<file path="src/rtl/serial_comparator_lsb.sv">
// Bit-serial magnitude comparator: walks both operands LSB-first, one bit per clock,
// and reports {0, gt, lt, eq} under a start/done handshake.
module serial_comparator_lsb #(
    parameter  int WIDTH = 4,
    localparam int CNT_W = $clog2(WIDTH) + 1
) (
    input  logic             clk,
    input  logic             reset,
    input  logic             start,
    input  logic [WIDTH-1:0] num1,
    input  logic [WIDTH-1:0] num2,
    output logic             busy,
    output logic             done,
    output logic [3:0]       out,
    output logic             cout
);

    typedef enum logic [1:0] {
        ST_IDLE  = 2'd0,
        ST_SHIFT = 2'd1,
        ST_DONE  = 2'd2
    } state_t;

    localparam logic [CNT_W-1:0] LAST_BIT = CNT_W'(WIDTH - 1);

    state_t             state_q, state_d;
    logic [WIDTH-1:0]   a_q, a_d;
    logic [WIDTH-1:0]   b_q, b_d;
    logic               gt_q, gt_d;
    logic               lt_q, lt_d;
    logic               eq_q, eq_d;
    logic [CNT_W-1:0]   count_q, count_d;
    logic [2:0]         res_q, res_d;

    // Running decision including the bit currently at position 0; a differing
    // bit always wins because later bits are more significant.
    logic bit_diff;
    logic gt_step, lt_step, eq_step;

    always_comb begin
        bit_diff = a_q[0] ^ b_q[0];
        gt_step  = bit_diff ?  a_q[0] : gt_q;
        lt_step  = bit_diff ? ~a_q[0] : lt_q;
        eq_step  = bit_diff ?  1'b0   : eq_q;
    end

    always_comb begin
        state_d = state_q;
        a_d     = a_q;
        b_d     = b_q;
        gt_d    = gt_q;
        lt_d    = lt_q;
        eq_d    = eq_q;
        count_d = count_q;
        res_d   = res_q;

        case (state_q)
            ST_IDLE: begin
                if (start) begin
                    a_d     = num1;
                    b_d     = num2;
                    gt_d    = 1'b0;
                    lt_d    = 1'b0;
                    eq_d    = 1'b1;
                    count_d = '0;
                    state_d = ST_SHIFT;
                end
            end
            ST_SHIFT: begin
                a_d     = a_q >> 1;
                b_d     = b_q >> 1;
                gt_d    = gt_step;
                lt_d    = lt_step;
                eq_d    = eq_step;
                count_d = count_q + 1'b1;
                if (count_q == LAST_BIT) begin
                    res_d   = {gt_step, lt_step, eq_step};
                    state_d = ST_DONE;
                end
            end
            ST_DONE: begin
                state_d = ST_IDLE;
            end
            default: begin
                state_d = ST_IDLE;
            end
        endcase
    end

    always_ff @(posedge clk) begin
        if (reset) begin
            state_q <= ST_IDLE;
            a_q     <= '0;
            b_q     <= '0;
            gt_q    <= 1'b0;
            lt_q    <= 1'b0;
            eq_q    <= 1'b0;
            count_q <= '0;
            res_q   <= '0;
        end else begin
            state_q <= state_d;
            a_q     <= a_d;
            b_q     <= b_d;
            gt_q    <= gt_d;
            lt_q    <= lt_d;
            eq_q    <= eq_d;
            count_q <= count_d;
            res_q   <= res_d;
        end
    end

    // DONE lasts exactly one cycle, so decoding it gives the single-cycle pulse.
    assign busy = (state_q == ST_SHIFT);
    assign done = (state_q == ST_DONE);
    assign out  = {1'b0, res_q};
    assign cout = 1'b0;

endmodule
</file>
<file path="config.mk">
export PLATFORM = sky130hd
export DESIGN_NAME = serial_comparator_lsb
export DESIGN_NICKNAME = d
export VERILOG_FILES = /design/src/rtl/serial_comparator_lsb.sv
export SDC_FILE = /design/constraint.sdc
export NUM_CORES = 1
export LEC_CHECK = 0
export BUFFER_PORTS_ARGS = -buffer_cell sky130_fd_sc_hd__buf_2
export CORE_ASPECT_RATIO = 1.2
export CORE_MARGIN = 8
export CORE_UTILIZATION = 52
export DETAILED_ROUTE_END_ITERATION = 8
export GPL_TIMING_DRIVEN = 0
export PLACE_DENSITY = 0.76
export SETUP_SLACK_MARGIN = 0.3
export SLEW_MARGIN = 0
export SYNTH_ARGS = -nofsm -noshare
export SYNTH_HDL_FRONTEND = slang
export SYNTH_SLANG_ARGS = --single-unit
</file>
<file path="constraint.sdc">
create_clock -name clk -period 1.4 [get_ports clk]
set_input_delay 0.07 -clock clk [delete_from_list [all_inputs] [get_ports clk]]
set_output_delay 0.07 -clock clk [all_outputs]
set_load 0.01 [all_outputs]
</file>
==> reports/results.md <==
| Parameter | Reported |
|---|---|
| Gate Count Post-Synth | 102 |
| Number of nets in the final layout | 145 |
| Cells traversed along the worst timing path | buf_6 > and2b_1 > clkbuf_8 > buf_6 |
| Area taken by multi-input logic gates | 574 µm² |
| Share of the synthesized area in the top cell type | 40.9% |
| Crit path top cell by count | buf_6 |
| Height of the die | 62.3 µm |
| Total die area | 0.00340 mm² |
| CTS tree | built |
| Area overhead of the layout relative to synthesis | 39.2% |
| Inst Count DP | 135 |
| Overall overflow remaining after global route | 0 |
| Leakage power | 0.526 nW |
| Detailed-route wire length | 2330 µm |
| Sequential share of the synthesized area | 40.9% |
| Pwr/cell area | 886 mW/mm² |
| Fillers | 112 |
| Total area of sequential cells | 385 µm² |
| Total negative slack for setup checks | 0 ns |
| Power Total | 1.15 mW |
| Async set or reset register ratio after synthesis | 0% |
| Delay contributed by the slowest stage of the critical path | 0.34 ns |
| Main area contributors after synthesis | dfxtp_1 41%, mux2i_1 5.4%, a211oi_1 4.8% |
| Setup-failing EPs final | 0 |
| Most instantiated library cell after synthesis | dfxtp_1 |
| CP startpoint kind | flop |
| Type of the worst min-delay path | input pin to flop |
| Placeable core region | 0.00166 mm² |
| Number of optimization iterations in the first detailed-route pass | 4 |
| Initial antenna violation count | 0 |
| CP endpoint kind | primary output |
| Post-Layout Cell Count | 149 |
| Relative slew slack | 63.6% |
| DRC violation count after routing | 0 |
| Min cycle time layout | 1.28 ns |
| Top cell type by total area after synthesis | dfxtp_1 |
| Clock Root Buffer | clkbuf_4 |
| Netlist cell types | 36 |
| PortBufs | 14 |
| Floorplan row count | 16 |
| Layout cells sized above 1 | 53.4% |
| Starting Density | 55.9% |
| Run status | finished, final reports clean |
| Endpoint arrival time on the critical path | 1.21 ns |
| Max H-tree Level | 1 |
| Insertion delay to the later sink of the worst-skew pair | 0.30 ns |
| Required time reported for the critical path endpoint | 1.33 ns |
| Type of the setup path with the least slack | flop to primary output |
| Post-synthesis instance area | 930 µm² |
| Number of routed nets with antenna violations | 0 |
| Number of buffers created by CTS | 3 |
| CTS clk-pin slew, worst paths | 0.11 ns |
| First-pass GRT wire length | 3760 µm |
| Global-route usage over all layers | 13.6% |
| Worst slack at placement | 0.221 ns |
| Post-route worst setup slack | 0.123 ns |
| Maximum fanout encountered on the critical timing path | 8 |
| Pin count of the biggest net entering global routing | 12 |
| Mean instance size in the synthesized netlist | 9.11 µm² |
| Most instantiated cells after synthesis | 19 x dfxtp_1, 12 x nor2_1, 6 x a211oi_1 |
| Final cycle utilization of the critical path | 91.2% |
| Routability congestion estimate from global placement | 0.712 |
| Drt wl/cell | 15.7 µm |
| X dimension of the die | 54.6 µm |
| Via density per instance | 5.76 |
| Fin. Hold Viols | 0 |
| Number of maximum-capacitance violations | 0 |
| Ports placed on the boundary | 18 |
| Number of global-route vias before repair | 833 |
| Unrepaired setup endpoints after global routing | true |
| Peak supply drop | 1010 µV |
| Clock tree skew after final layout | 0.00269 ns |
| Buffers from clock root to sink, at most | 2 |
| Count of flip-flops with a built-in enable after synthesis | 0 |
| Critical-path cell with the highest stage delay | dfxtp_2 |
| Synthesized flop and latch total | 19 |
| Total via count in the routed design | 858 |
| Flip-flop cell with the highest count after synthesis | dfxtp_1 |
| Yosys warnings | 0 |
| HPWL reported at the end of detailed placement | 1360 µm |
| Slew at the pin closest to its max-slew limit | 0.545 ns |
| Violation count after the first detailed-route iteration | 9 |
| Number of max-slew violations in the final report | 0 |
| Clock tree sinks | 19 |
| Antenna Diode Count | 0 |
| Maximum frequency from static timing analysis | 0.783 GHz |
## routing by layer
metal | vias up | part of all wire [%] | GRT usage (%)
met1 | 409 | 40 | 16.9
met5 | - | 0 | 0
met2 | 27 | 52 | 22.2
met4 | 0 | 2.4 | 3.70
met3 | 11 | 4.8 | 2.86
li1 | 411 | - | -
## metrics by stage
stage | instance area (µm²) | utilization (%) | hold WS (ns)
floorplan | 963 | - | 0.218
global placement | 1060 | 63.6 | 0.310
detailed placement | 1060 | 63.6 | 0.325
CTS | 1190 | 71.4 | 0.0117
global route | 1290 | 77.9 | 0.0116
finish | 1290 | 77.9 | 0.00281
## flip-flops by register name, summed over array words and instances, names as in the netlist
signal,cells
a_q,4
b_q,4
count_q,3
eq_q,1
gt_q,1
lt_q,1
res_q,3
state_q,2
## cells in the final DEF (no fill, tap or decap), drive strengths merged
master,count
buf,32
dfxtp,19
nor2,13
a211oi,7
inv,5
clkbuf,5
mux2i,5
nand2,4
a21oi,4
a22oi,4
nand2b,3
nand3,3
and2b,2
nand3b,2
nor3,2
a31oi,2
ha,2
conb,2
or3b,2
o21bai,2
o21ai,2
nor2b,1
and3b,1
xnor2,1
o21ba,1
nor3b,1
o211ai,1
maj3,1
a311oi,1
clkinv,1
## worst max-delay path: cells and delay by family, from the launching register on
family / cells / cell delay, ns
and+or+nand+nor: 1 / 0.18
buffers and inverters: 3 / 0.39
DFF: 1 / 0.34
## layout make-up
cell class | count | share of cell area, %
plain buffers | 10 | 7.25
inverters | 5 | 1.45
flip-flops and latches | 19 | 29.8
clock buffers | 3 | 1.74
clock inverters | 1 | 0.387
multi-input cells | 69 | 44.4
well taps | 18 | 1.74
repair buffers | 24 | 13.2
## repair_timing
item	4_1_cts	5_1_grt
endpoints found under the setup margin	14	21
gates cloned	0	1
buffers inserted	6	3
resized for setup	12	21
hold buffers	0	0
pin swaps	10	11
## final timing paths
kind | from | endpoint | slack (ns) | depth (start not counted)
max reg2reg | count_q[1] | res_q[1] | 0.19 | 5
min | num1[3] | a_q[3] | 0.003 | 3
max | state_q[0] | busy | 0.12 | 4
min reg2reg | res_q[0] | res_q[0] | 0.49 | 2
## cells by family (layout without fill, tap and decap cells)
family          Yosys count  in the layout  share of synthesized area, %
compound gates           24             24                          18.8
xor+xnor                  1              1                         0.942
fa+ha+maj                 3              3                          3.90
buf+inv                  15             43                          10.1
flops                    19             19                          40.9
mux                       5              5                          5.38
other cells               1              2                         0.403
simple gates             34             34                          19.5
## report_power, final
part	internal (mW)	switching, mW	leakage, nW
Sequential	0.572	0.0239	0.157
Combinational	0.138	0.125	0.351
Clock	0.106	0.182	0.0177
Total	0.816	0.330	0.526
(Power assumes the default switching activity.)
